<file path="config.mk">
export PLATFORM = sky130hd
export DESIGN_NAME = alu_arbiter
export DESIGN_NICKNAME = d
export VERILOG_FILES = /design/src/rtl/alu_arb_pkg.sv /design/src/rtl/yAlu.sv /design/src/rtl/alu_arbiter.sv
export SDC_FILE = /design/constraint.sdc
export NUM_CORES = 1
export LEC_CHECK = 0
export BUFFER_PORTS_ARGS = -buffer_cell sky130_fd_sc_hd__buf_2
export CORE_MARGIN = 3
export CORE_UTILIZATION = 35
export DETAILED_ROUTE_END_ITERATION = 10
export SKIP_CTS_REPAIR_TIMING = 1
export SLEW_MARGIN = 15
export SYNTH_ARGS = -nofsm -noshare
export SYNTH_HDL_FRONTEND = slang
export SYNTH_SLANG_ARGS = --single-unit
</file>
<file path="constraint.sdc">
create_clock -name clk -period 5.02 [get_ports clk]
set_input_delay 0.251 -clock clk [delete_from_list [all_inputs] [get_ports clk]]
set_output_delay 0.251 -clock clk [all_outputs]
set_load 0.02 [all_outputs]
</file>
<file path="src/rtl/alu_arb_pkg.sv">
// alu_arb_pkg: shared definitions for alu_arbiter and its yAlu datapath.
//   - Opcode encodings understood by yAlu.
//   - FSM state encoding for the arbiter sequencer.
//   - is_legal_op(): true when an opcode has a defined ALU result.
package alu_arb_pkg;

  localparam logic [2:0] OP_AND = 3'b000;
  localparam logic [2:0] OP_OR  = 3'b001;
  localparam logic [2:0] OP_ADD = 3'b010;
  localparam logic [2:0] OP_SUB = 3'b110;

  typedef enum logic [1:0] {
    IDLE = 2'd0,
    EXEC = 2'd1,
    RESP = 2'd2
  } state_t;

  function automatic logic is_legal_op(input logic [2:0] op);
    logic legal;
    case (op)
      OP_AND, OP_OR, OP_ADD, OP_SUB: legal = 1'b1;
      default:                       legal = 1'b0;
    endcase
    return legal;
  endfunction

endpackage

</file>
<file path="src/rtl/yAlu.sv">
// yAlu: combinational ALU datapath.
//   a, b : WIDTH-bit operands
//   op   : 3-bit opcode (AND, OR, ADD, SUB; anything else yields z=0)
//   z    : WIDTH-bit result (ADD/SUB wrap modulo 2^WIDTH)
//   ex   : zero flag, high when z is all zeros
module yAlu
  import alu_arb_pkg::*;
#(
  parameter int WIDTH = 32
) (
  input  logic [WIDTH-1:0] a,
  input  logic [WIDTH-1:0] b,
  input  logic [2:0]       op,
  output logic [WIDTH-1:0] z,
  output logic             ex
);

  // NOTE: every output of a combinational block gets a default first, so no
  // path through the case statement can leave it unassigned and infer a latch.
  always_comb begin
    z = '0;
    case (op)
      OP_AND:  z = a & b;
      OP_OR:   z = a | b;
      OP_ADD:  z = a + b;
      OP_SUB:  z = a - b;
      default: z = '0;
    endcase
  end

  assign ex = (z == '0);

endmodule

</file>
<file path="src/rtl/alu_arbiter.sv">
// alu_arbiter: shares one yAlu between two requesters with round-robin grant.
//   clk, rst_n          : clock (rising edge), asynchronous active-low reset
//   req_valid/req_ready : per-port request handshake (bit i = port i)
//   req_a0/b0/op0       : port 0 operands and opcode
//   req_a1/b1/op1       : port 1 operands and opcode
//   rsp_valid/rsp_ready : per-port response handshake
//   rsp_z, rsp_ex       : registered ALU result and zero flag
//   rsp_err             : latched opcode was illegal (result forced to 0, ex=1)
//   busy                : sequencer not in IDLE
// Optional build macro ALU_ARBITER_STATS_EN adds saturating 16-bit counters
//   grant_cnt0, grant_cnt1 (accepts per port) and err_cnt (illegal ops).
module alu_arbiter
  import alu_arb_pkg::*;
#(
  parameter int WIDTH = 32
) (
  input  logic             clk,
  input  logic             rst_n,
  input  logic [1:0]       req_valid,
  output logic [1:0]       req_ready,
  input  logic [WIDTH-1:0] req_a0,
  input  logic [WIDTH-1:0] req_b0,
  input  logic [2:0]       req_op0,
  input  logic [WIDTH-1:0] req_a1,
  input  logic [WIDTH-1:0] req_b1,
  input  logic [2:0]       req_op1,
  output logic [1:0]       rsp_valid,
  input  logic [1:0]       rsp_ready,
  output logic [WIDTH-1:0] rsp_z,
  output logic             rsp_ex,
  output logic             rsp_err,
`ifdef ALU_ARBITER_STATS_EN
  output logic [15:0]      grant_cnt0,
  output logic [15:0]      grant_cnt1,
  output logic [15:0]      err_cnt,
`endif
  output logic             busy
);

  state_t           state;
  logic             rr_ptr;
  logic             gid_q;
  logic [WIDTH-1:0] a_q;
  logic [WIDTH-1:0] b_q;
  logic [2:0]       op_q;

  logic             req_any;
  logic             grant_id;
  logic             accept;
  logic             op_legal;
  logic [WIDTH-1:0] alu_z;
  logic             alu_ex;

  // Grant: a lone requester wins outright; on contention rr_ptr decides.
  assign req_any  = |req_valid;
  assign grant_id = (&req_valid) ? rr_ptr : req_valid[1];
  assign accept   = (state == IDLE) && req_any;

  always_comb begin
    req_ready = '0;
    if (accept) req_ready[grant_id] = 1'b1;
  end

  // The ALU always sees the latched operands, even for illegal opcodes;
  // the result is overridden on capture instead.
  yAlu #(.WIDTH(WIDTH)) u_alu (
    .a  (a_q),
    .b  (b_q),
    .op (op_q),
    .z  (alu_z),
    .ex (alu_ex)
  );

  assign op_legal = is_legal_op(op_q);

  // NOTE: state is updated with non-blocking assignments so every register in
  // this block samples pre-edge values, independent of statement order.
  always_ff @(posedge clk or negedge rst_n) begin
    if (!rst_n) begin
      state     <= IDLE;
      rr_ptr    <= 1'b0;
      gid_q     <= 1'b0;
      // NOTE: the operand latches are reset as well so the ALU inputs are
      // never X; they are few flops, unlike a memory array.
      a_q       <= '0;
      b_q       <= '0;
      op_q      <= OP_AND;
      rsp_valid <= '0;
      rsp_z     <= '0;
      rsp_ex    <= 1'b0;
      rsp_err   <= 1'b0;
      busy      <= 1'b0;
    end else begin
      case (state)
        IDLE: begin
          if (req_any) begin
            a_q    <= grant_id ? req_a1  : req_a0;
            b_q    <= grant_id ? req_b1  : req_b0;
            op_q   <= grant_id ? req_op1 : req_op0;
            gid_q  <= grant_id;
            rr_ptr <= ~grant_id;
            busy   <= 1'b1;
            state  <= EXEC;
          end
        end
        EXEC: begin
          rsp_z     <= op_legal ? alu_z  : '0;
          rsp_ex    <= op_legal ? alu_ex : 1'b1;
          rsp_err   <= ~op_legal;
          rsp_valid <= gid_q ? 2'b10 : 2'b01;
          state     <= RESP;
        end
        RESP: begin
          // Only the owning port's rsp_ready can release the response.
          if (rsp_ready[gid_q]) begin
            rsp_valid <= '0;
            busy      <= 1'b0;
            state     <= IDLE;
          end
        end
        default: state <= IDLE;
      endcase
    end
  end

`ifdef ALU_ARBITER_STATS_EN
  logic err_event;
  assign err_event = (state == EXEC) && !op_legal;

  always_ff @(posedge clk or negedge rst_n) begin
    if (!rst_n) begin
      grant_cnt0 <= '0;
      grant_cnt1 <= '0;
      err_cnt    <= '0;
    end else begin
      if (accept && !grant_id && grant_cnt0 != 16'hFFFF) grant_cnt0 <= grant_cnt0 + 16'd1;
      if (accept &&  grant_id && grant_cnt1 != 16'hFFFF) grant_cnt1 <= grant_cnt1 + 16'd1;
      if (err_event && err_cnt != 16'hFFFF)              err_cnt    <= err_cnt + 16'd1;
    end
  end
`endif

endmodule

</file>
* Word level (Yosys, flattened, before mapping)
Index checks and enable logic that the tools add are counted.
** Word-level totals
- Bits in registers :: 108
- Input port bits :: 140
- Output and inout port bits :: 39
** Operators by class
- $add $sub $neg :: 2
- $lt $le $gt $ge :: 3
- Equality and inequality tests :: 7
- Muxes and demuxes :: 21
- Bitwise logic cells :: 4
- Reductions and logical operators :: 14
** Operators by type and width (number)
- 32-bit one-hot mux with 4 select lines :: 1
- 32-bit 2-to-1 mux :: 3
- 32-bit adder :: 1
- 32-bit bitwise AND :: 1
- 32-bit logical NOT :: 1
- 32-bit OR :: 1
- 32-bit subtractor :: 1
- 1-bit 2-to-1 mux :: 8
- 2-bit 2-to-1 mux :: 4
- 2-bit AND reduction :: 4
- 2-bit one-hot mux with 3 select lines :: 1
- 1-bit by 2-bit less-than comparator with 1-bit output, second input constant :: 2
- 2-bit inequality test, second input constant :: 2
- 2-bit one-hot mux with 2 select lines :: 1
- 2-bit nonzero test :: 2
- 4-bit OR reduction :: 1
- 3-bit by 1-bit == test with 1-bit output, second input constant :: 1
- 3-bit by 2-bit == test with 1-bit output, second input constant :: 1
- 3-bit == test, second input constant :: 1
- 3-bit logical NOT :: 1
- 3-bit 2-to-1 mux :: 1
- 3-bit AND reduction :: 1
- 2-bit by 1-bit == test with 1-bit output, second input constant :: 1
- 2-bit == test, second input constant :: 1
- other kinds (7) :: 9

* Logic depth before layout (Yosys ltp)
- Word-level depth :: 7
- Depth in mapped cells :: 22
- Mapped depth without buffers :: 21

* Modules after synthesis
From an unflattened synthesis, not the netlist that was laid out.
** Second synthesis, totals
- Cells, all modules :: 838
- Area total of the unflattened synthesis :: 7885.1 um^2
** By module, submodules not included
- alu_arbiter :: instances 1, cells an instance 344, area each 4575.6 um^2
- yAlu :: instances 1, cells an instance 494, area each 3309.4 um^2

* Worst setup path after synthesis
No wires, ideal clock.
- Path type :: reg-to-reg
- Start :: register op_q[0]
- End :: register rsp_ex
- Library setup time :: 0.095 ns
- Arrival :: 4.640 ns
- Setup slack :: 0.284 ns
- Stages on the path, launching flop included :: 22
- Clock period less this slack :: 4.736 ns
- Cell sequence :: dfrtp_1 -> clkbuf_1 -> nor2b_1 -> clkbuf_1 -> clkbuf_1 -> clkbuf_1 -> and2_1 -> clkbuf_1 -> nor2_1 -> xnor2_1 -> ha_1 -> o211a_1 -> o31a_1 -> or3_1 -> a32o_1 -> nor4_1 -> nand4_1 -> nor3_1 -> nor4bb_1 -> and4_1 -> nand4b_4 -> o32ai_2
** Between the ends
- Cells in the longest elaborated chain, start to end :: 4
** RTL lines
- start, declared :: line alu_arbiter.sv:45 : logic [2:0] op_q;
- start signal, assigned :: line alu_arbiter.sv:99 : op_q <= grant_id ? req_op1 : req_op0;
- 3-bit == test, or another cell as far along :: line alu_arb_pkg.sv:20, yAlu.sv:22
- 32-bit one-hot mux with 4 select lines / 4-bit OR reduction (equally long branches) :: line yAlu.sv:22, alu_arb_pkg.sv:20
- 32-bit logical NOT / 1-bit 2-to-1 mux (equally long branches) :: line yAlu.sv:31, alu_arb_pkg.sv:20
- 1-bit 2-to-1 mux (*) :: line alu_arbiter.sv:108 : rsp_ex <= op_legal ? alu_ex : 1'b1;
- end signal, assigned :: line alu_arbiter.sv:108
- end, declared :: line alu_arbiter.sv:30 : output logic rsp_ex,
Every way passes the cells marked *; elsewhere a longest branch is shown, timed or not.
A chain may end at the register's enable or synchronous reset.

* Worst setup path in the final report
- Start :: register b_q[4]
- End :: register rsp_ex
** Between the ends
- Cells in the longest elaborated chain, start to end :: 4
** RTL lines
- start, declared :: line alu_arbiter.sv:44 : logic [WIDTH-1:0] b_q;
- start signal, assigned :: line alu_arbiter.sv:98 : b_q <= grant_id ? req_b1 : req_b0;
- 32-bit subtractor, or another cell as far along :: line yAlu.sv:26 : OP_SUB: z = a - b;
- 32-bit one-hot mux with 4 select lines (*) :: line yAlu.sv:22 : case (op)
- 32-bit logical NOT (*) :: line yAlu.sv:31 : assign ex = (z == '0);
- 1-bit 2-to-1 mux (*) :: line alu_arbiter.sv:108
Marked as above.

==> results_dict.tcl <==
set metrics [dict create \
    drtIter0Drc 797 \
    use_met3_pct 3.721 \
    pre_cts_slack_ns 0.3045 \
    syn_area_per_cell_um2 8.871 \
    placed_cells 1249 \
    grt_antenna_before_repair 0 \
    synth_nets 1018 \
    max_slew_margin_pct 50.37 \
    hp-class "input pin to flop" \
    cts_buffers 9 \
    status "completed" \
    gp_congestion 0.9551 \
    fin_tns_setup_ns 0 \
    drc 0 \
    grt.busiest_layer "met1" \
    num_rows 52 \
    die_x_um 152.2 \
    grt_pass1_vias 6812 \
    hpwl_mm 18.52 \
    cts_max_level 3 \
    io_buffers 178 \
    period_needed_ns 4.572 \
    ys.flop_type "dfrtp_1" \
    setup_ws_ns 0.4480 \
    ios 179 \
    route.antenna.remaining_nets 0 \
    rsz0062_at_grt "no" \
    netlist.area_leader.share_pct 36.14 \
    ys_ff_latch 108 \
    grt.overflow.total 0 \
    start_util_pct 36.26 \
    fin_cells 1266 \
    grt_max_degree 72 \
    crit_slowest_cell "dfrtp_1" \
    use_met2_pct 27.22 \
    firstDrtPassIters 9 \
    tritoncts "yes" \
    crit_path_end_kind "flop" \
    synthCells 843 \
    drv_cap 0 \
    worst-path-buf-inv 2 \
    yosysUniqueCellTypes 73 \
    die_area_um2 23160 \
    num_vias 6987 \
    place_area_um2 8632 \
    mappedNetlistArea_um2 7478 \
    drive_above_1_share_pct 23.59 \
    path_clk_slew_ns 0.07 \
    finalSetupViolCount 0 \
    grt_pass1_wl_mm 37.94 \
    gr-usage-all-layers_pct 19.92 \
    yosysTopAreaCell "dfrtp_1" \
    fill_cells 2096 \
    fmax_ghz 0.2187 \
    startpoint_type "flop" \
    insertion_delay_ns 0.35 \
    clock_sinks 108 \
    netlist_top_cells_area "dfrtp_1, a222oi_1, ha_1, inv_1, o21ai_0" \
    n_antenna_cell 0 \
    nNetsFinal 1166 \
    finalInstanceArea_um2 9021 \
    clock_skew_ns 0.009239 \
    path_max_fanout 6 \
    cts.root.buffer_cell "clkbuf_16" \
    routed_wl_mm 23.37 \
    worstSetupPathType "flop to flop" \
    crit_required_ns 5.28 \
    seq_area_frac_synth_pct 36.14 \
    slew_violations 0 \
    use_met1_pct 32.03 \
    fp.dieH_um 152.2 \
    worstMarginPinSlew_ns 0.7444 \
    timing.final.crit_share_pct 91.08 \
    cp.arrival_ns 4.84 \
    synth_edf_count 0 \
    syn_to_final_growth_pct 20.63 \
    yosysWarnings 0 \
    hold_viol 0 \
    core_area_um2 20620 \
    synth-async-reset-ratio_pct 100.0 \
    cpPeakStageDelay_ns 0.45 \
    cts_buffer_depth 2 \
    path_cells "nor4_4 > and2_1 > nand2_1 > nor2_2 > nor4bb_1 > buf_4 > nand2_1 > o31ai_1 > xor2_1 > ha_1 > a21oi_1 > o21ai_0 > inv_1 > a22oi_1 > o21ai_1 > xnor2_1 > a22oi_1 > and3_1 > and4_1 > nand4b_4 > o32ai_2" \
    vias_per_cell 5.519 \
    cp_top_family "simple AND/OR/NAND/NOR gates" \
    post_drt_wl_per_cell_um 18.46 \
]
==> cell usage after synthesis, drive strengths merged (13+ instances only) <==
master / instances
maj3: 30
o21ai: 69
dfrtp: 108
nand4: 13
nand2: 82
nor2: 40
a21oi: 47
ha: 34
inv: 86
xnor2: 22
xor2: 26
clkbuf: 50
a222oi: 67
==> routing by layer <==
layer | routed length (µm) | up-vias | share of wire, %
met4 | 240 | 0 | 1.0
met1 | 12100 | 3278 | 52
met5 | 0 | - | 0
li1 | - | 3449 | -
met3 | 1642 | 18 | 7.0
met2 | 9381 | 242 | 40
==> cell families (layout without fill, tap and decap cells) <==
kind of cell | Yosys count | in the layout | share of synthesized area [%]
AOI/OAI and AO/OA | 271 | 271 | 26.60
buffers and inverters | 144 | 297 | 7.311
adders and majority gates | 65 | 65 | 9.972
and+or+nand+nor | 203 | 203 | 13.77
DFF | 108 | 108 | 36.14
muxes | 4 | 4 | 0.5856
xor gates and xnor gates | 48 | 48 | 5.622
==> final timing paths <==
kind	from	cells after the start	slack, ns	endpoint
min in group asynchronous	rst_n	2	0.45	rr_ptr
setup reg to reg	b_q[4]	21	0.45	rsp_ex
hold / removal	req_a1[27]	3	0.10	a_q[27]
setup / recovery	b_q[4]	21	0.45	rsp_ex
hold reg to reg	rsp_z[2]	2	0.47	rsp_z[2]
max in group asynchronous	rst_n	3	3.39	rsp_z[22]
==> cell type report <==
class                      instances  area (µm²)  area share (%)
multi-input combinational        591        4285           47.50
sequential                       108        2703           29.96
timing repair buffer             195        1023           11.35
tap                              270       337.8           3.745
inverter                          86       322.8           3.578
clock buffer                      11       242.7           2.691
clock inverter                     5       106.4           1.179
==> through the flow <==
step,utilization (%),hold slack [ns]
after floorplan,-,-0.04459
after global placement,41.85,0.3097
after detailed placement,41.85,0.3191
after CTS,43.55,-0.06623
after global routing,43.74,0.09120
final,43.74,0.1014
==> flip-flops by register name (all words and copies together), names as in the netlist <==
name / flops
rsp_ex: 1
a_q: 32
busy: 1
gid_q: 1
op_q: 3
rsp_err: 1
rsp_valid: 2
b_q: 32
state: 2
rsp_z: 32
rr_ptr: 1
==> layout by cell type (no fill, tap or decap), drive strengths merged, types with 5 or more instances in the layout <==
cell type  count
nor3           8
a22o           7
a211oi        10
dfrtp        108
a31oi          6
ha            34
buf          194
a221oi         5
o21ai         69
nor2b          8
nand3          9
nand2         82
xor2          26
inv           87
nand4         13
nor2          40
xnor2         22
clkbuf        11
a21o           9
a222oi        67
o31ai         10
a21oi         47
nor4           6
nand2b        10
a22oi          6
or3            5
maj3          30
==> worst min-delay path, delay by kind of cell <==
family          cells  cell delay [ns]
compound gates      1             0.05
buf+inv             2             0.12
Power is left out: the tool's default activity adds up to more than one toggle a clock period on the data nets, which glitch-free logic cannot reach.
